<file path="src/rtl/pc_unit.sv">
// pc_unit: holds the fetch program counter and picks the next PC from trap, redirect,
//   RAS pop, call target or sequential increment. A small circular return-address stack
//   predicts call/return targets.
// Ports: clk, rst (async, active-low);
//   fetch_valid/fetch_ready/pc carry the fetch request;
//   trap, redirect/redirect_pc, call/call_target and ret steer the next PC;
//   ras_count/ras_empty report RAS occupancy.
// Latency: all outputs are registered, so the selected next PC appears one cycle after
//   the deciding edge. Backpressure: with fetch_ready low, pc and the RAS hold; trap and
//   redirect still act.
module pc_unit #(
  parameter int               WIDTH        = 32,
  parameter logic [WIDTH-1:0] RESET_VECTOR = '0,
  parameter logic [WIDTH-1:0] TRAP_VECTOR  = WIDTH'(32'h100),
  parameter int               INC          = 4,
  parameter int               RAS_DEPTH    = 4
) (
  input  logic                           clk,
  input  logic                           rst,
  input  logic                           fetch_ready,
  output logic                           fetch_valid,
  output logic [WIDTH-1:0]               pc,
  input  logic                           trap,
  input  logic                           redirect,
  input  logic [WIDTH-1:0]               redirect_pc,
  input  logic                           call,
  input  logic [WIDTH-1:0]               call_target,
  input  logic                           ret,
  output logic [$clog2(RAS_DEPTH+1)-1:0] ras_count,
  output logic                           ras_empty
);

  localparam int CW = $clog2(RAS_DEPTH + 1);
  localparam int PW = $clog2(RAS_DEPTH);

  logic             r_valid;
  logic [WIDTH-1:0] r_pc;
  logic [PW-1:0]    r_ptr;    // next free slot; the top of the stack is at r_ptr-1
  logic [CW-1:0]    r_count;
  logic [WIDTH-1:0] r_ras [RAS_DEPTH];

  logic             w_acc;
  logic             w_empty;
  logic             w_ctl_ok;
  logic             w_push;
  logic             w_pop;
  logic [PW-1:0]    w_ptr_m1;
  logic [PW-1:0]    w_wr_idx;
  logic [WIDTH-1:0] w_inc;
  logic [WIDTH-1:0] w_top;
  logic [WIDTH-1:0] w_next_pc;

  assign w_acc    = r_valid & fetch_ready;
  assign w_empty  = (r_count == '0);
  // Trap or redirect overrides the predecode hints for this cycle.
  assign w_ctl_ok = ~trap & ~redirect;
  assign w_push   = w_ctl_ok & w_acc & call;
  assign w_pop    = w_ctl_ok & w_acc & ret & ~w_empty;
  assign w_ptr_m1 = r_ptr - PW'(1);
  assign w_inc    = r_pc + WIDTH'(INC);
  assign w_top    = r_ras[w_ptr_m1];
  // On call+ret with a non-empty stack, the pushed value reuses the slot just popped.
  assign w_wr_idx = w_pop ? w_ptr_m1 : r_ptr;

  always_comb begin
    w_next_pc = r_pc;
    if (trap)                            w_next_pc = TRAP_VECTOR;
    else if (redirect)                   w_next_pc = redirect_pc;
    else if (w_acc && ret && !w_empty)   w_next_pc = w_top;
    else if (w_acc && ret)               w_next_pc = w_inc;
    else if (w_acc && call)              w_next_pc = call_target;
    else if (w_acc)                      w_next_pc = w_inc;
  end

  always_ff @(posedge clk or negedge rst) begin
    if (!rst) begin
      r_valid <= 1'b0;
      r_pc    <= RESET_VECTOR;
      r_ptr   <= '0;
      r_count <= '0;
    end else begin
      r_valid <= 1'b1;
      r_pc    <= w_next_pc;
      if (trap) begin
        r_ptr   <= '0;
        r_count <= '0;
      end else if (w_push && !w_pop) begin
        // When the stack is full, the write lands on the oldest entry and the count saturates.
        r_ptr <= r_ptr + PW'(1);
        if (r_count != CW'(RAS_DEPTH)) r_count <= r_count + CW'(1);
      end else if (w_pop && !w_push) begin
        r_ptr   <= w_ptr_m1;
        r_count <= r_count - CW'(1);
      end
    end
  end

  // The entries hold no reset state; they are only read when ras_count shows them valid.
  always_ff @(posedge clk) begin
    if (w_push) r_ras[w_wr_idx] <= w_inc;
  end

  assign fetch_valid = r_valid;
  assign pc          = r_pc;
  assign ras_count   = r_count;
  assign ras_empty   = w_empty;

endmodule
</file>
<file path="config.mk">
export PLATFORM = sky130hd
export DESIGN_NAME = pc_unit
export DESIGN_NICKNAME = d
export VERILOG_FILES = /design/src/rtl/pc_unit.sv
export SDC_FILE = /design/constraint.sdc
export NUM_CORES = 1
export LEC_CHECK = 0
export ABC_AREA = 1
export ABC_CLOCK_PERIOD_IN_PS = 3100
export BUFFER_PORTS_ARGS = -buffer_cell sky130_fd_sc_hd__buf_2
export CORE_MARGIN = 5
export CORE_UTILIZATION = 25
export DETAILED_ROUTE_END_ITERATION = 16
export SLEW_MARGIN = 30
export SYNTH_ARGS = -nofsm -noshare
export SYNTH_HDL_FRONTEND = slang
export SYNTH_SLANG_ARGS = --single-unit
</file>
<file path="constraint.sdc">
create_clock -name clk -period 3.1 [get_ports clk]
set_input_delay 0.62 -clock clk [delete_from_list [all_inputs] [get_ports clk]]
set_output_delay 0.62 -clock clk [all_outputs]
set_load 0.02 [all_outputs]
</file>
Yosys cells after proc, flatten, opt, wreduce, memory -nomap -nowiden
Memories as Yosys holds them, arrays and structs flattened.
Index checks and enable logic that the tools add are counted.
Widths: inputs -> output; s select.

operators by class
  add/subtract/negate cells = 5
  equal/unequal tests = 2
  multiplexer cells = 16
  bitwise logic cells = 9
  reduce and logical (&&, ||, !) cells = 12

operators with widths
  operator               number
  $mux 32                6
  $add 32x3->32 const B  1
  $mux 3                 4
  $mux 2                 4
  $and 1x1->1            6
  $reduce_bool 6->1      1
  $logic_and 1x1->1      5
  $add 3x1->3 const B    1
  $logic_not 1->1        3
  $logic_not 3->1        1
  $ne 3x2->1 const B     1
  $ne 3x3->1 const B     1
  $not 1->1              3
  $reduce_bool 3->1      1
  $sub 3x1->3 const B    1
  $add 2x1->2 const B    1
  $mux 1                 2
  $reduce_and 2->1       1
  $sub 2x1->2 const B    1

storage, ports and cells
  bits in registers = 38
  memory bits (writable) = 128
  input bits = 71
  output and inout port bits = 37
  logic and storage cells = 49
  memories = 1

memories
  name   words  width  rd ports  clocked after Yosys merged registers in  write ports  RTL line  text
  r_ras  4      32     1         0                                        1            40        logic [WIDTH-1:0] r_ras [RAS_DEPTH];

Logic depth before layout (Yosys ltp)
Gate-level depths: netlist of run 1.

  word-level depth = 9
  mapped depth = 13
  mapped depth without buffers = 13

Worst setup path after synthesis of run 1
OpenSTA, ideal clock, no wires.

  path kind = input -> register
  from = in redirect
  to = mem r_ras[0][0] (enable)
  library setup time = 0.421 ns
  data arrival time = 2.740 ns
  data required time = 2.679 ns
  path slack = -0.061 ns
  stages = 8
  buffers on the path = 1
  cell sequence = buf_2 inv_2 nand2_2 inv_2 nand2_1 xor2_1 nand2_1 nor2_1

between the ends
  cells in the longest elaborated chain, start to end = 6
  elaborated cells between the ends (all ways) = 9
  those cells by class = mux (3); bitwise (6)

ends and longest elaborated chain
  item                                   RTL line  text
  start: declaration                     24        input logic redirect,
  $not 1->1 *                            56        assign w_ctl_ok = ~trap & ~redirect;
  $and 1x1->1 *                          56
  $and 1x1->1 *                          57, 58
  $and 1x1->1 (on tied branches)         58, 57
  $and 1x1->1 or $mux 1 (tied branches)  58, 100
  $mux 2 or $mux 1 (tied branches)       63, 100
  end: declaration                       40

Every way passes the cells marked *; elsewhere a longest branch is shown, timed or not.

Worst setup path after layout of run 1
  from = reg r_ptr[1]
  to = reg r_pc[15], in the netlist pc[15]

between the ends
  cells in the longest elaborated chain, start to end = 5

ends and longest elaborated chain
  item                      RTL line  text
  start: declaration        38        logic [PW-1:0] r_ptr;
  start signal: assignment  89        r_ptr <= r_ptr + PW'(1);
  start signal: assignment  92        r_ptr <= w_ptr_m1;
  $sub 2x1->2               59        assign w_ptr_m1 = r_ptr - PW'(1);
  $mem_v2 4x32              -
  $mux 32                   69        else if (w_acc && ret && !w_empty) w_next_pc = w_top;
  $mux 32                   68        else if (redirect) w_next_pc = redirect_pc;
  $mux 32                   67        if (trap) w_next_pc = TRAP_VECTOR;
  end signal: assignment    83        r_pc <= w_next_pc;
  end: declaration          37        logic [WIDTH-1:0] r_pc;

No other way between the ends.
A chain may end at the register's enable or synchronous reset.

==> impl_metrics.yaml, run 1 <==
clocking:
  postCtsHoldBufs: 0
  post_cts_buffers: 0
  numCtsBuffers: 17
  htree_levels: 4
  cts_sinks: 166
  clockBufferDepth: 2
  clk_latency_ns: 0.43
  clk_pin_slew_ns: 0.07
  cts_tree: "yes"
  cts_root_buf: "clkbuf_16"
  cts.repair.resized: 0
logic_synthesis:
  ys_warn_count: 0
  synth.distinct_cells: 36
  synthCells: 875
  seq_area_frac_synth: 0.593
  postSynthAreaPerCell_um2: 9.24
  synth_top_cell_by_area: "edfxtp_1"
  synth_area_leaders: "edfxtp_1 (48%), dfrtp_1 (12%), nand2_1 (12%), nor2_1 (4.7%), o22ai_1 (4.4%)"
  ys_async_sr_fraction: 0.229
  yosys_most_used_dff: "edfxtp_1"
  synth_nets: 948
  ys_top_cells_by_count: "nand2_1 (253), edfxtp_1 (128), nor2_1 (102)"
  synth_most_common_cell: "nand2_1"
  netlist_area_mm2: 0.00809
  ys_seq_elements: 166
  synth_top_area_share: 0.475
  synth_edf_count: 128
route:
  dr_wl_met2_um: 12500
  drc: 0
  via_per_inst: 4.72
  vias: 6589
  firstDrtPassIters: 5
  drt-wirelength-per-cell_um: 17.7
  drt-initial-drc-count: 576
  wl_um: 24700
  route.met3.wl_um: 1150
  highest_layer: "met4"
  m1WireLength_um: 10400
  ant_nets: 0
sta:
  fin_setup_tns_ns: 0
  timing.final.crit_period_ns: 2.16
  clock_skew_ns: 0.00737
  drv_slew: 0
  maxSlewHeadroom: 0.572
  rsz0062_at_grt: "false"
  max_freq_mhz: 463
  hold_ws_ns: 0.189
  hold_viol_final: 0
  fin_crit_sh: 0.696
  tightestPinTransition_ns: 0.642
  finalSetupViolations: 0
critical_path:
  crit_arrival_ns: 2.53
  worst_setup_path_end_kind: "flop"
  required_ns: 3.47
  cp_max_fo: 18
  critPathKind: "flop to flop"
  critPathLaunchType: "flop"
min_path:
  holdCritPathClass: "input port to asynchronous set/reset pin"
die:
  floorplan.initialDensity: 0.255
  rows: 65
  dieArea_mm2: 0.0360
  die_w_um: 190
  num_io_pins: 108
  core_mm2: 0.0317
  die_y_um: 190
global_routing:
  grt_pass1_wl_um: 38100
  antenna_found_initial: 0
  grt_pass1_vias: 6603
  grt-ovfl-total: 0
  track_usage: 0.138
  grt_max_degree: 56
placed_design:
  hpwlAfterDp_um: 17400
  io_buffers: 107
  placed_cells: 1364
  routabilityCongestion: 0.809
pwr:
  p_per_area_mw_per_mm2: 580
  internal-power_mw: 4.08
  switching_power_mw: 1.55
  ir_worst_vdd_mv: 0.324
  comb_power_share: 0.149
  p_leak_nw: 3.92
  power_switching_share: 0.275
  p_clk_frac: 0.389
  pwr-share-seq: 0.462
layout:
  areaGrowthSynthToFinish_pct: 20.1
  diodes: 0
  post-route-util: 0.306
  nets: 1054
  drive_gt1_frac: 0.194
  finalNonFillerCells: 1396
outcome:
  outcome: "finished, final reports clean"
run:
  max_cap_viol_count: 0
worst paths after layout:
kind                           startpoint           end  slack, ns  cells after the start
setup / recovery                 r_ptr[1]        pc[15]       0.94                      7
hold reg to reg              ras_count[0]  ras_count[0]       0.54                      1
setup reg to reg                 r_ptr[1]        pc[15]       0.94                      7
hold / removal                        rst         pc[6]       0.19                      1
min in group clk           redirect_pc[4]         pc[4]       0.43                      3
max in group asynchronous             rst        pc[26]       2.49                      1
per-stage QoR:
stage / cell area (µm²) / power, mW / setup slack [ns]
final: 9710 / 5.63 / 0.942
after global routing: 9710 / 5.86 / 0.821
after CTS: 9710 / 5.67 / 0.965
after detailed placement: 9100 / 3.49 / 0.739
after global placement: 9100 / 3.48 / 0.751
after floorplan: 8090 / 3.15 / -0.0611
cell families (layout without fill, tap and decap cells):
logic type,count (synthesis),after routing,synth area share
compound gates,162,162,0.117
xor+xnor,8,8,0.00867
fa+ha+maj,2,2,0.00402
buf+inv,97,216,0.0506
flops,166,166,0.593
other cells,1,1,0.000464
simple gates,439,439,0.227
cell usage in the layout, fill, tap and decap left out, types with 14 or more instances in the layout:
cell and instances:
o21ai_0 30, nand2_1 253, inv_1 49, clkbuf_16 17, o22ai_1 57, buf_2 106
and2_1 14, a21oi_1 32, o21ai_1 20, nor2_1 98, edfxtp_1 128, dfrtp_1 38
buf_4 18, nand3_1 39
registers in the layout (all words and copies together), names as in the netlist:
register     flops
r_ras          128
pc              32
ras_count        3
r_ptr            2
fetch_valid      1
cell type report:
class,instances,area (µm²)
fillers,3313,22000
flip-flops and latches,166,4790
multi-input cells,612,2900
repair buffers,125,686
well taps,402,503
clock buffers,22,464
inverters,59,221
clock inverters,10,145
power groups by stage:
stage          Clock [mW]  Combinational [mW]  Sequential [mW]
3_3_place_gp            0               0.833             2.65
3_5_place_dp            0               0.844             2.65
6_report             2.19               0.839             2.60
2_1_floorplan           0               0.481             2.67
5_1_grt              2.31               0.939             2.61
4_1_cts              2.22               0.847             2.60
routing by layer:
layer | GRT usage | vias to the layer above
li1 | - | 3188
met1 | 0.167 | 3153
met2 | 0.243 | 198
met3 | 0.0240 | 50
met4 | 0.0568 | 0
met5 | 0 | -
critical path, stage by stage, from the launching register on:
cell,delay [ns]
dfrtp_1,0.45
inv_2,0.07
nand2_1,0.43
buf_4,0.39
o22ai_1,0.11
o31ai_1,0.44
o21ai_1,0.13
nand2_1,0.07
Power figures use the tool's default switching activity.
==> run 2, diff against run 1 <==
- ABC_CLOCK_PERIOD_IN_PS: 3100 -> 2000
- clock period: 3.1 -> 2 ns (I/O delays scaled with it)
==> impl_metrics.yaml, run 2 (synthesis results as in run 1) <==
route:
  ant_nets: 0
  via_per_inst: 4.75
  wl_um: 26400
  vias: 6802
  drc: 0
  drt-initial-drc-count: 601
  firstDrtPassIters: 6
  drt-wirelength-per-cell_um: 18.4
critical_path:
  path_cells: "nand2_1 -> buf_4 -> buf_4 -> o22ai_1 -> o31ai_1 -> nor2_1 -> o21ai_1"
  regToRegStartpoint: "r_ptr[1]"
  critPathBufInv: 2
  path_common_cell: "buf_4"
  required_ns: 2.32
  crit_slowest_cell: "dfrtp_1"
  critPathLaunchType: "flop"
  rr_worst_depth: 7
  critPathKind: "flop to flop"
  r2r_slack_ns: 0.11
  worst_setup_path_end_kind: "flop"
  critPathMaxStageDelay_ns: 0.45
  crit_arrival_ns: 2.22
  worst-path-stages: 7
  cp_max_fo: 21
  path_delay_family: "buffers and inverters"
  timing.rr.end: "pc[11]"
clocking:
  clk_latency_ns: 0.43
  htree_levels: 4
  cts_root_buf: "clkbuf_16"
  clk_pin_slew_ns: 0.07
  cts_tree: "yes"
  clockBufferDepth: 2
  numCtsBuffers: 17
  cts_sinks: 166
placed_design:
  hpwlAfterDp_um: 19300
  io_buffers: 107
  dpl_cell_area_mm2: 0.00955
  routabilityCongestion: 0.871
die:
  core_mm2: 0.0317
  rows: 65
  floorplan.initialDensity: 0.255
  num_io_pins: 108
  die_y_um: 190
  die_w_um: 190
  dieArea_mm2: 0.0360
global_routing:
  grt-ovfl-total: 0
  track_usage: 0.145
  grt_pass1_vias: 6824
  grt_pass1_wl_um: 40200
  antenna_found_initial: 0
  grt_max_degree: 56
sta:
  timing.final.crit_period_ns: 1.89
  tightestPinTransition_ns: 0.661
  fin_crit_sh: 0.947
  hold_viol_final: 0
  fin_setup_tns_ns: 0
  clock_skew_ns: 0.0114
  drv_slew: 0
  maxSlewHeadroom: 0.559
  max_freq_mhz: 528
  finalSetupViolations: 0
  hold_ws_ns: 0.225
layout:
  post-route-util: 0.320
  seq_area_mm2: 0.00480
  layout_common_cells: "nand2_1 (250), edfxtp_1 (128), buf_2 (107), nor2_1 (95), o22ai_1 (57)"
  largest_register: "r_ras"
  largest_register_ffs: 128
  areaGrowthSynthToFinish_pct: 25.7
  diodes: 0
  multi_input_area_mm2: 0.00296
  nets: 1089
  final_common_cell: "nand2_1"
  final_area_mm2: 0.0102
  drive_gt1_frac: 0.238
  n_fill_cell: 3256
run:
  max_cap_viol_count: 0
pwr:
  ir_worst_vdd_mv: 0.490
  p_per_area_mw_per_mm2: 860
  p_leak_nw: 4.12
min_path:
  holdCritPathClass: "input port to flop"
  holdPathStages: 3
  worstHoldEndpoint: "pc[4]"
  hold_start: "redirect_pc[4]"
outcome:
  outcome: "finished, final reports clean"
run 2: changes by cell type in the layout (fill, tap and decap cells not counted), sizes merged:
cell / before / now
bufinv: 3 / 2
inv: 62 / 63
clkbuf: 22 / 17
clkinvlp: 2 / 5
clkinv: 2 / 4
dlygate4sd3: 0 / 1
buf: 125 / 159
run 2: area by class of cell:
class,count,share of cell area
clock inverter,15,0.0151
tap,402,0.0495
timing repair buffer,160,0.107
clock buffer,17,0.0419
multi-input combinational,612,0.291
sequential,166,0.473
inverter,59,0.0220
run 2: timing repair:
action	in CTS	in global routing
gates resized for setup	0	10
setup buffers	0	1
hold buffers	1	0
setup endpoints to repair	0	21
hold endpoints to repair	12	0
run 2: how the worst max path moves through the flow:
| stage | to | slack, ns | startpoint |
|---|---|---|---|
| 3_3_place_gp | pc[22] | -0.07 | fetch_ready |
| 6_report | pc[11] | 0.11 | r_ptr[1] |
| 5_1_grt | pc[21] | -0.005 | pc[5] |
| 4_1_cts | pc[22] | 0.04 | ras_count[2] |
| 3_5_place_dp | pc[22] | -0.05 | fetch_ready |
| 2_1_floorplan | r_ras[2][0] | -0.09 | ras_count[1] |
run 2: through the flow:
step / power [mW] / cells / setup slack [ns]
global route: 9.10 / 1431 / -0.00532
floorplan: 4.91 / 875 / -0.0924
finish: 8.74 / 1431 / 0.106
detailed placement: 5.58 / 1397 / -0.0489
CTS: 8.79 / 1430 / 0.0446
global placement: 5.56 / 1397 / -0.0696
run 2: layer usage:
metal,global-route usage,vias up,share of wire
met4,0.0537,0,0.026
met2,0.246,244,0.49
met3,0.0277,37,0.057
met1,0.186,3245,0.43
li1,-,3276,-
met5,0,-,0
run 2: report_power, final:
part / total (mW) / internal (mW) / switching [mW]
clock network: 3.23 / 1.84 / 1.38
registers: 4.00 / 3.87 / 0.133
logic: 1.51 / 0.528 / 0.981
run 2: worst register-to-register path, cell delays in order, from the launching register on:
cell and delay (ns):
dfrtp_1 0.45, nand2_1 0.12, buf_4 0.31, buf_4 0.27, o22ai_1 0.11, o31ai_1 0.28, nor2_1 0.09, o21ai_1 0.18
==> run 3, diff against run 2 <==
- CORE_MARGIN: 5 -> not set
==> impl_metrics.yaml, run 3 (synthesis results as in run 1) <==
global_routing:
  track_usage: 0.159
  grt_pass1_wl_um: 39600
  grt-ovfl-total: 0
  grt_max_degree: 56
  grt_pass1_vias: 6764
  antenna_found_initial: 0
die:
  dieArea_mm2: 0.0331
  rows: 65
  floorplan.initialDensity: 0.255
  die_w_um: 182
  core_mm2: 0.0317
  die_y_um: 182
  num_io_pins: 108
clocking:
  cts_tree: "yes"
  numCtsBuffers: 17
  htree_levels: 4
  clockBufferDepth: 2
  clk_pin_slew_ns: 0.07
  clk_latency_ns: 0.44
  cts_root_buf: "clkbuf_16"
  cts_sinks: 166
critical_path:
  crit_slowest_cell: "dfrtp_2"
  worst_setup_path_end_kind: "flop"
  crit_arrival_ns: 2.05
  critPathMaxStageDelay_ns: 0.43
  path_common_cell: "buf_12"
  r2r_slack_ns: 0.1
  path_cells: "nor2_2 -> nand2_1 -> nand3_2 -> inv_4 -> nand2_4 -> nand2_2 -> o21ai_4 -> inv_2 -> nor2_4 -> buf_12 -> buf_12"
  critPathKind: "flop to flop"
  path_delay_family: "simple AND/OR/NAND/NOR gates"
  critPathBufInv: 4
  critPathLaunchType: "flop"
  cp_max_fo: 15
  required_ns: 2.14
sta:
  setup_ws_ns: 0.0965
  finalSetupViolations: 0
  clock_skew_ns: 0.0132
  hold_ws_ns: 0.216
  maxSlewHeadroom: 0.540
  timing.final.crit_period_ns: 1.90
  fin_crit_sh: 0.952
  rsz0062_at_grt: "true"
  max_freq_mhz: 525
  hold_viol_final: 0
  tightestPinTransition_ns: 0.690
  drv_slew: 0
pwr:
  power_switching_share: 0.304
  p_per_area_mw_per_mm2: 871
  p_clk_frac: 0.382
  pwr-share-seq: 0.446
  ir_worst_vdd_mv: 0.542
  p_leak_nw: 4.18
  switching_power_mw: 2.72
  internal-power_mw: 6.23
  comb_power_share: 0.172
placed_design:
  place_ws_ns: 0.0351
  hpwlAfterDp_um: 18500
  routabilityCongestion: 0.862
  io_buffers: 107
  dpl_cell_area_mm2: 0.00958
layout:
  final_common_cell: "nand2_1"
  largest_register_ffs: 128
  drive_gt1_frac: 0.242
  areaGrowthSynthToFinish_pct: 27.2
  final_area_mm2: 0.0103
  nets: 1093
  diodes: 0
  largest_register: "r_ras"
  layout_common_cells: "nand2_1 (249), edfxtp_1 (128), buf_2 (107), nor2_1 (96), o22ai_1 (57)"
route:
  ant_nets: 0
  vias: 6807
  drc: 0
  firstDrtPassIters: 5
  wl_um: 26200
  drt-wirelength-per-cell_um: 18.3
  drt-initial-drc-count: 610
  via_per_inst: 4.74
run:
  max_cap_viol_count: 0
outcome:
  outcome: "finished, final reports clean"
min_path:
  holdCritPathClass: "input port to flop"
-- run 3: tightest hold or removal path, stage by stage --
cell,delay [ns]
buf_2,0.08
o211ai_1,0.07
nand2_1,0.06
-- run 3: power groups by stage --
stage          registers [mW]  clock network (mW)  logic, mW
2_1_floorplan            4.14                   0      0.769
3_3_place_gp             4.06                   0       1.51
3_5_place_dp             4.06                   0       1.53
4_1_cts                  3.99                3.46       1.53
5_1_grt                  4.01                3.60       1.68
6_report                 3.99                3.42       1.54
-- run 3: worst paths after layout --
| check | start | endpoint | cells past startpoint |
|---|---|---|---|
| max reg2reg | ras_count[1] | r_ras[3][20] | 11 |
| min | redirect_pc[7] | pc[7] | 3 |
| min in group asynchronous | rst | pc[9] | 3 |
| max in group asynchronous | rst | pc[7] | 3 |
| min reg2reg | ras_count[0] | ras_count[0] | 1 |
| max | ras_count[1] | r_ras[3][20] | 11 |
-- run 3: cell type report --
class / instances / area [µm²]
Tap cell: 402 / 503
Clock buffer: 17 / 425
Fill cell: 3273 / 21400
Clock inverter: 15 / 199
Multi-Input combinational cell: 612 / 2960
Sequential cell: 166 / 4800
Inverter: 59 / 224
Timing Repair Buffer: 164 / 1170
-- run 3: timing repair --
action,CTS,global route
hold buffers,1,0
setup buffers,0,3
resized for setup,0,5
endpoints found under the hold margin,38,0
setup endpoints to repair,0,66
-- run 3: metal layers --
metal / vias up / global-route usage / wire length [µm]
met5: - / 0 / 0
met4: 0 / 0.0637 / 623
met3: 40 / 0.0253 / 1650
met2: 241 / 0.260 / 12500
met1: 3258 / 0.211 / 11400
li1: 3268 / - / -
-- run 3: stage by stage --
step	instances	total power [mW]	setup TNS, ns	util
final	1435	8.95	0	0.324
after global routing	1435	9.29	-0.280	0.324
after CTS	1431	8.98	0	0.322
after detailed placement	1398	5.59	0	0.302
after global placement	1398	5.57	0	0.302
after floorplan	875	4.91	-10.61	-
